[config.mk]
export PLATFORM = sky130hd
export DESIGN_NAME = mem_access
export DESIGN_NICKNAME = d
export VERILOG_FILES = /design/src/rtl/riscv_pkg.sv /design/src/rtl/load_align.sv /design/src/rtl/mem_access.sv
export SDC_FILE = /design/constraint.sdc
export NUM_CORES = 1
export LEC_CHECK = 0
export ABC_AREA = 0
export CAP_MARGIN = 20
export CORE_AREA = 2 2 125 127
export DETAILED_ROUTE_END_ITERATION = 8
export DIE_AREA = 0 0 127 129
export DONT_BUFFER_PORTS = 1
export GPL_ROUTABILITY_DRIVEN = 0
export PLACE_DENSITY = 0.64
export SYNTH_ARGS = -nofsm -noshare
export SYNTH_HDL_FRONTEND = slang
export SYNTH_HIERARCHICAL = 1
export SYNTH_SLANG_ARGS = --single-unit
export TNS_END_PERCENT = 50
[constraint.sdc]
create_clock -name clk -period 6 [get_ports clk]
set_clock_uncertainty 0.05 [all_clocks]
set_input_delay 1.2 -clock clk [delete_from_list [all_inputs] [get_ports clk]]
set_output_delay 1.2 -clock clk [all_outputs]
set_load 0.005 [all_outputs]
[src/rtl/riscv_pkg.sv]
// riscv_pkg: encodings shared by the core pipeline stages (funct3, writeback select, MEM FSM).
// Revision: 1.0
`default_nettype none

package riscv_pkg;

  localparam logic [2:0] F3_B  = 3'b000;
  localparam logic [2:0] F3_H  = 3'b001;
  localparam logic [2:0] F3_W  = 3'b010;
  localparam logic [2:0] F3_BU = 3'b100;
  localparam logic [2:0] F3_HU = 3'b101;

  localparam logic [1:0] SZ_B = 2'b00;
  localparam logic [1:0] SZ_H = 2'b01;
  localparam logic [1:0] SZ_W = 2'b10;

  localparam logic [1:0] RES_ALU = 2'b00;
  localparam logic [1:0] RES_MEM = 2'b01;
  localparam logic [1:0] RES_PC4 = 2'b10;

  typedef enum logic [1:0] {
    IDLE = 2'd0,
    REQ  = 2'd1,
    WAIT = 2'd2
  } mem_state_t;

  // Access size comes from funct3[1:0]; byte accesses can never be misaligned.
  function automatic logic is_misaligned(input logic [1:0] size, input logic [1:0] offset);
    logic result;
    result = 1'b0;
    case (size)
      SZ_H:    result = offset[0];
      SZ_W:    result = (offset != 2'b00);
      default: result = 1'b0;
    endcase
    return result;
  endfunction

endpackage

`default_nettype wire

[src/rtl/load_align.sv]
// load_align: selects the addressed byte/half of a load word and sign/zero extends it.
// Revision: 1.0
`default_nettype none

module load_align
  import riscv_pkg::*;
(
  input  logic [31:0] rdata,
  input  logic [1:0]  offset,
  input  logic [2:0]  funct3,
  output logic [31:0] data
);

  logic [7:0]  w_byte;
  logic [15:0] w_half;

  always_comb begin
    w_byte = rdata[7:0];
    case (offset)
      2'd0:    w_byte = rdata[7:0];
      2'd1:    w_byte = rdata[15:8];
      2'd2:    w_byte = rdata[23:16];
      default: w_byte = rdata[31:24];
    endcase
    // offset[0] is ignored for halves so unchecked misaligned halves still pick a lane.
    w_half = offset[1] ? rdata[31:16] : rdata[15:0];

    data = rdata;
    case (funct3)
      F3_B:    data = {{24{w_byte[7]}}, w_byte};
      F3_BU:   data = {24'd0, w_byte};
      F3_H:    data = {{16{w_half[15]}}, w_half};
      F3_HU:   data = {16'd0, w_half};
      default: data = rdata;
    endcase
  end

endmodule

`default_nettype wire

[src/rtl/mem_access.sv]
// mem_access: MEM stage issuing data-memory requests and producing the MEM/WB pipeline register.
// Revision: 1.0
`default_nettype none

module mem_access
  import riscv_pkg::*;
#(
  parameter bit ALIGN_CHECK = 1'b1
) (
  input  logic        clk,
  input  logic        rst,

  input  logic        mem_read_MEM,
  input  logic        mem_write_MEM,
  input  logic [2:0]  funct3_MEM,
  input  logic [1:0]  result_set_MEM,
  input  logic        reg_write_MEM,
  input  logic [4:0]  rd_MEM,
  input  logic [31:0] alu_result_MEM,
  input  logic [31:0] write_data_MEM,
  input  logic [31:0] pcPlus4_MEM,

  output logic        dmem_req_valid,
  input  logic        dmem_req_ready,
  output logic        dmem_we,
  output logic [31:0] dmem_addr,
  output logic [31:0] dmem_wdata,
  output logic [3:0]  dmem_wstrb,
  input  logic        dmem_rsp_valid,
  input  logic [31:0] dmem_rdata,

  output logic        stall_MEM,

  output logic [1:0]  result_set_WB,
  output logic        reg_write_WB,
  output logic [4:0]  rd_WB,
  output logic [31:0] alu_result_WB,
  output logic [31:0] mem_data_WB,
  output logic [31:0] pcPlus4_WB,
  output logic        misaligned_WB
);

  mem_state_t  r_state;
  mem_state_t  w_next_state;
  logic [1:0]  r_offset;

  logic        w_mem_op;
  logic        w_misaligned;
  logic        w_req;
  logic        w_complete;
  logic        w_load_done;
  logic [31:0] w_wdata;
  logic [3:0]  w_wstrb;
  logic [31:0] w_load_data;

  assign w_mem_op     = mem_read_MEM | mem_write_MEM;
  assign w_misaligned = (ALIGN_CHECK != 1'b0) && w_mem_op &&
                        is_misaligned(funct3_MEM[1:0], alu_result_MEM[1:0]);

  always_ff @(posedge clk or posedge rst) begin
    if (rst) begin
      r_state <= IDLE;
    end else begin
      r_state <= w_next_state;
    end
  end

  always_comb begin
    w_next_state = r_state;
    w_req        = 1'b0;
    w_complete   = 1'b0;
    w_load_done  = 1'b0;
    case (r_state)
      IDLE: begin
        if (!w_mem_op || w_misaligned) begin
          w_complete = 1'b1;
        end else begin
          w_req = 1'b1;
          if (!dmem_req_ready) begin
            w_next_state = REQ;
          end else if (mem_write_MEM) begin
            w_complete = 1'b1;
          end else begin
            w_next_state = WAIT;
          end
        end
      end
      REQ: begin
        w_req = 1'b1;
        if (dmem_req_ready) begin
          if (mem_write_MEM) begin
            w_complete   = 1'b1;
            w_next_state = IDLE;
          end else begin
            w_next_state = WAIT;
          end
        end
      end
      WAIT: begin
        if (dmem_rsp_valid) begin
          w_complete   = 1'b1;
          w_load_done  = 1'b1;
          w_next_state = IDLE;
        end
      end
      default: w_next_state = IDLE;
    endcase
  end

  // The offset is captured when the request leaves IDLE and reused for the load extract.
  always_ff @(posedge clk or posedge rst) begin
    if (rst) begin
      r_offset <= 2'b00;
    end else if (r_state == IDLE) begin
      r_offset <= alu_result_MEM[1:0];
    end
  end

  always_comb begin
    w_wdata = write_data_MEM;
    w_wstrb = 4'b1111;
    case (funct3_MEM[1:0])
      SZ_B: begin
        w_wdata = {4{write_data_MEM[7:0]}};
        w_wstrb = 4'b0001 << alu_result_MEM[1:0];
      end
      SZ_H: begin
        w_wdata = {2{write_data_MEM[15:0]}};
        w_wstrb = alu_result_MEM[1] ? 4'b1100 : 4'b0011;
      end
      default: begin
        w_wdata = write_data_MEM;
        w_wstrb = 4'b1111;
      end
    endcase
  end

  // Reset forces every request-side output low even while the upstream fields are still held.
  assign dmem_req_valid = w_req & ~rst;
  assign dmem_we        = dmem_req_valid & mem_write_MEM;
  assign dmem_addr      = dmem_req_valid ? {alu_result_MEM[31:2], 2'b00} : 32'd0;
  assign dmem_wdata     = dmem_we ? w_wdata : 32'd0;
  assign dmem_wstrb     = dmem_we ? w_wstrb : 4'b0000;
  assign stall_MEM      = ~w_complete & ~rst;

  load_align u_load_align (
    .rdata  (dmem_rdata),
    .offset (r_offset),
    .funct3 (funct3_MEM),
    .data   (w_load_data)
  );

  always_ff @(posedge clk or posedge rst) begin
    if (rst) begin
      result_set_WB <= 2'b00;
      reg_write_WB  <= 1'b0;
      rd_WB         <= 5'd0;
      alu_result_WB <= 32'd0;
      mem_data_WB   <= 32'd0;
      pcPlus4_WB    <= 32'd0;
      misaligned_WB <= 1'b0;
    end else if (w_complete) begin
      result_set_WB <= result_set_MEM;
      reg_write_WB  <= reg_write_MEM & ~w_misaligned;
      rd_WB         <= rd_MEM;
      alu_result_WB <= alu_result_MEM;
      mem_data_WB   <= w_load_done ? w_load_data : 32'd0;
      pcPlus4_WB    <= pcPlus4_MEM;
      misaligned_WB <= w_misaligned;
    end else begin
      result_set_WB <= 2'b00;
      reg_write_WB  <= 1'b0;
      rd_WB         <= 5'd0;
      alu_result_WB <= 32'd0;
      mem_data_WB   <= 32'd0;
      pcPlus4_WB    <= 32'd0;
      misaligned_WB <= 1'b0;
    end
  end

endmodule

`default_nettype wire
# Word-level counts from Yosys, hierarchy flattened
# Cells that the tools add are included.
[word_totals]
regBits = 109
output_inout_bits = 176
wordCells = 73
[classes]
n_eq_ne = 13
n_shift = 1
mux = 33
bitwise = 8
n_reduce_logical = 9
[ops]
columns = ["operator", "count"]
rows = [
  ["two-way mux 32 bit", 6],
  ["one-hot mux 32 bit (4 select lines)", 1],
  ["one-hot mux 32 bit (2 select lines)", 1],
  ["one-hot mux 8 bit (3 select lines)", 1],
  ["two-way mux 16 bit", 1],
  ["two-way mux 2 bit", 7],
  ["two-way mux 1 bit", 8],
  ["two-way mux 4 bit", 2],
  ["one-hot mux 4 bit (2 select lines)", 1],
  ["equality test 2 x 1 -> 1 bit, second input constant", 3],
  ["equality test 2 bit, second input constant", 3],
  ["equality test 3 bit, second input constant", 2],
  ["zero test 2 bit", 3],
  ["!= test 2 bit, second input constant", 3],
  ["one-hot mux 2 bit (3 select lines)", 1],
  ["two-way mux 5 bit", 1],
  ["bitwise AND 1 bit", 4],
  ["one-hot mux 1 bit (2 select lines)", 2],
  ["AND reduction 4 bit", 1],
  ["left shift 1 x 2 -> 4 bit, first input constant", 1],
  ["equality test 3 x 1 -> 1 bit, second input constant", 1],
  ["zero test 3 bit", 1],
  ["!= test 3 bit, second input constant", 1],
  ["NOT 1 bit", 3],
  ["other kinds (6)", 6],
]

# Logic depth before layout (Yosys ltp)
[logic_depth]
depth_word = 9
depth_mapped = 7

# Cells and area by module
# The synthesis kept the hierarchy.
[by_module_without_submodules]
columns = ["module", "n_inst", "cells_per_inst", "area_per_inst_um2", "seq_area_each_um2"]
rows = [
  ["mem_access", 1, 396, 4704.5, 2727.6],
  ["load_align", 1, 133, 969.7, 0.0],
]

# Worst setup path before layout
# Ideal clock, no wire load.
[synth_timing]
kind = "input-to-output"
from = "in funct3_MEM[0]"
to = "out dmem_wdata[24]"
t_arrival_ps = 2490
slack_ps = 2260
path_stages = 7
cell_sequence = "inv_1 ha_1 clkbuf_1 nor2_4 clkbuf_1 a21oi_1 nor3_1"
[synth_via]
elab_chain_len = 9
[synth_rtl]
columns = ["element", "line_no", "text"]
rows = [
  ["start: declaration", "mem_access.sv:15", "input logic [2:0] funct3_MEM,"],
  ["equality test 2 bit or equality test 2 x 1 -> 1 bit (tied branches)", "riscv_pkg.sv:31, mem_access.sv:122", ""],
  ["one-hot mux 1 bit (2 select lines)", "riscv_pkg.sv:31", "case (size)"],
  ["logical AND 1 bit", "mem_access.sv:57", "assign w_misaligned = (ALIGN_CHECK != 1'b0) && w_mem_op &&"],
  ["logical OR 1 bit", "mem_access.sv:75", "if (!w_mem_op || w_misaligned) begin"],
  ["two-way mux 1 bit", "mem_access.sv:75", ""],
  ["one-hot mux 1 bit (2 select lines)", "mem_access.sv:73", "case (r_state)"],
  ["bitwise AND 1 bit", "mem_access.sv:139", "assign dmem_req_valid = w_req & ~rst;"],
  ["bitwise AND 1 bit", "mem_access.sv:140", "assign dmem_we = dmem_req_valid & mem_write_MEM;"],
  ["two-way mux 32 bit (*)", "mem_access.sv:142", "assign dmem_wdata = dmem_we ? w_wdata : 32'd0;"],
  ["end: declaration", "mem_access.sv:27", "output logic [31:0] dmem_wdata,"],
]
# Every way passes the cells marked *; elsewhere a longest branch is shown, timed or not.

# Worst setup path after layout
[layout_timing]
from = "in funct3_MEM[1]"
to = "out dmem_addr[8]"
[layout_via]
elab_chain_len = 8
[layout_rtl]
columns = ["element", "line_no", "text"]
rows = [
  ["equality test 2 bit or equality test 2 x 1 -> 1 bit (tied branches)", "riscv_pkg.sv:31", ""],
  ["one-hot mux 1 bit (2 select lines) (*)", "riscv_pkg.sv:31", ""],
  ["logical AND 1 bit (*)", "mem_access.sv:57", ""],
  ["logical OR 1 bit (*)", "mem_access.sv:75", ""],
  ["two-way mux 1 bit (*)", "mem_access.sv:75", ""],
  ["one-hot mux 1 bit (2 select lines) (*)", "mem_access.sv:73", ""],
  ["bitwise AND 1 bit (*)", "mem_access.sv:139", ""],
  ["two-way mux 32 bit (*)", "mem_access.sv:141", "assign dmem_addr = dmem_req_valid ? {alu_result_MEM[31:2], 2'b00} : 32'd0;"],
  ["end: declaration", "mem_access.sv:26", "output logic [31:0] dmem_addr,"],
]
# Marks and branches as above.

==> impl_metrics.json <==
{
  "leakage_nw": 2.79,
  "swShare_pct": 30.9,
  "synth_area_um2": 5670,
  "grt_overflow": 0,
  "yosys-top-cells-count": "dfrtp_1, a21boi_1, nor2_1, and2_1, and3_1",
  "grt_pass1_vias": 3890,
  "arrival_ns": 2.88,
  "worst_r2r_endpoint": "mem_data_WB[20]$_DFF_PP0_",
  "synth_top_cell_by_area": "dfrtp_1",
  "core_um2": 15000,
  "postLayoutCellArea_um2": 6040,
  "yosysTopAreaCellShare_pct": 48.1,
  "antenna_found_initial": 1,
  "r2r_start": "r_offset[0]$_DFFE_PP0N_",
  "placementRows": 45,
  "dp_cells": 670,
  "yosysUniqueCellTypes": 57,
  "synth_top_cells_by_area": "dfrtp_1, a21boi_1, and2_1",
  "die_h_um": 129,
  "avgViaCountPerCell": 5.99,
  "synth_flop_cell": "dfrtp_1",
  "cts_sinks": 109,
  "syn_inst": 529,
  "status": "finished clean",
  "grt_max_degree": 72,
  "p_comb_share_pct": 18.2,
  "min_path_type": "reg2reg",
  "initial_core_util_pct": 37.9,
  "drtIter0Drc": 276,
  "cap_violations": 0,
  "hp-start": "r_state[1]$_DFFE_PP0P_",
  "grt_setup_unrepaired": "no",
  "drc_errors": 0,
  "setup_tns_ns": 0,
  "reg2regPathDepth": 4,
  "fin_nets": 644,
  "area_growth_pct": 6.42,
  "dr.pass1.iters": 5,
  "grt_use_total_pct": 18.3,
  "drive_above_1_share_pct": 11.4,
  "cp.required_ns": 4.75,
  "cts-resized-gates": 0,
  "wl_per_cell_um": 23.1,
  "totalWireLength_mm": 15.9,
  "cts_hold_buf": 0,
  "crit_type": "in2out",
  "seq_area_frac_synth_pct": 48.1,
  "max_slew_margin_pct": 47.7,
  "num_vias": 4138,
  "crit_path_start_kind": "primary input",
  "min_period_ns": 4.13,
  "ant_nets": 0,
  "timing.fmax_ghz": 0.242,
  "setup_violations": 0,
  "ys_ff_latch": 109,
  "grt_pass1_wl_mm": 22.9,
  "ys_warn_count": 6,
  "numPortBuffers": 0,
  "fill_cells": 1438,
  "cts_tree": "done",
  "ir_drop_uv": 130,
  "syn_avg_cell_area_um2": 10.7,
  "hold-path-cell-count": 1,
  "pwr-share-clk_pct": 34.3,
  "p_seq_share_pct": 47.5,
  "die_x_um": 127,
  "worst_slew_pin_slew_ns": 0.785,
  "cts-root-buf": "clkbuf_16",
  "synth-edff-count": 0,
  "cts_made_buffers": 9,
  "p_int_mw": 1.23,
  "dpl-instance-area_um2": 5630,
  "stdcell_count": 691,
  "worstSkewPairLatency_ns": 0.35,
  "power.switching_mw": 0.552,
  "cts_max_level": 3,
  "cp-end-kind": "output pin",
  "clk_pin_slew_ns": 0.08,
  "rrSetupSlack_ns": 3.74,
  "whs_endpoint": "r_state[0]$_DFFE_PP0P_",
  "crit_fanout": 32,
  "report.final.slew_viol_count": 0,
  "postLayoutCoreUtil_pct": 40.3,
  "cts.path.max_buffers": 2,
  "die-area_um2": 16400,
  "synthArstFlopShare_pct": 100,
  "finalCritPeriodShare_pct": 68.9,
  "dp_hpwl_mm": 11.6,
  "cts_setup_buffers": 0,
  "synth_most_common_cell": "dfrtp_1",
  "power.density_nw_per_um2": 296,
  "hold_violations": 0,
  "ios": 321
}
kinds of logic (layout without fill, tap and decap cells):
| logic type | Yosys count | in the layout | share of synthesized area [%] |
|---|---|---|---|
| AO/OA/AOI/OAI | 164 | 164 | 22.6 |
| AND/OR/NAND/NOR | 164 | 164 | 16.0 |
| flip-flops | 109 | 109 | 48.1 |
| buffers and inverters | 68 | 39 | 6.84 |
| multiplexers | 20 | 20 | 5.73 |
| adder cells (fa/ha/maj) | 3 | 3 | 0.662 |
| other | 1 | 4 | 0.0661 |
worst max path at each step:
stage	endpoint	from	slack, ns	cells after the start
4_1_cts	dmem_addr[29]	funct3_MEM[1]	1.84	5
6_report	dmem_addr[8]	funct3_MEM[1]	1.87	5
3_3_place_gp	dmem_addr[8]	funct3_MEM[1]	1.92	5
3_5_place_dp	dmem_addr[29]	funct3_MEM[1]	1.84	5
5_1_grt	dmem_addr[8]	funct3_MEM[1]	1.70	5
2_1_floorplan	alu_result_WB[0]$_DFF_PP0_	rst	1.88	1
cell type report:
cell class | count | area (um2) | share of cell area [%]
diodes | 2 | 5.00 | 0.0829
well taps | 188 | 235 | 3.90
inverters | 15 | 58.8 | 0.974
clock inverters | 7 | 92.6 | 1.53
flip-flops and latches | 109 | 2730 | 45.2
clock buffers | 9 | 225 | 3.73
repair buffers | 8 | 120 | 1.99
multi-input cells | 353 | 2570 | 42.6
per-stage QoR:
stage	setup slack [ns]	power, mW	hold WS (ns)
2_1_floorplan	1.88	1.13	0.436
3_3_place_gp	1.92	1.16	0.472
3_5_place_dp	1.84	1.17	0.493
4_1_cts	1.84	1.79	0.504
5_1_grt	1.70	1.87	0.530
6_report	1.87	1.79	0.503
power by group through the flow:
stage / registers (mW) / clock network [mW] / logic (mW)
after floorplan: 0.840 / 0 / 0.294
after global placement: 0.873 / 0 / 0.289
after detailed placement: 0.874 / 0 / 0.301
after CTS: 0.860 / 0.631 / 0.302
after global routing: 0.854 / 0.657 / 0.357
final: 0.849 / 0.613 / 0.325
cell usage in the layout, fill, tap and decap left out, types with 10 or more instances in the layout:
cell type / n
a21oi_1: 26
dfrtp_1: 109
mux2i_1: 10
o22ai_1: 16
nor2b_1: 10
a21boi_1: 57
a21boi_2: 11
and3_1: 31
inv_1: 12
nor3_1: 29
nor2_1: 32
and2_1: 31
metal layers:
layer | track usage, % | vias up | part of all wire, %
li1 | - | 1832 | -
met1 | 20.7 | 2025 | 36
met2 | 32.4 | 262 | 53
met3 | 6.36 | 19 | 9.3
met4 | 6.14 | 0 | 1.7
met5 | 0 | - | 0
registers in the layout (all words and copies together), names as in the netlist:
| signal | flops |
|---|---|
| alu_result_WB | 32 |
| mem_data_WB | 32 |
| pcPlus4_WB | 32 |
| rd_WB | 5 |
| r_offset | 2 |
| r_state | 2 |
| result_set_WB | 2 |
| misaligned_WB | 1 |
| reg_write_WB | 1 |
worst max-delay path, stage by stage:
cell and delay [ns]:
inv_1 0.05, ha_1 0.54, nand3_1 0.30, a31o_2 0.49, and3_1 0.28
Note: power is estimated with default switching activity, not from simulation.
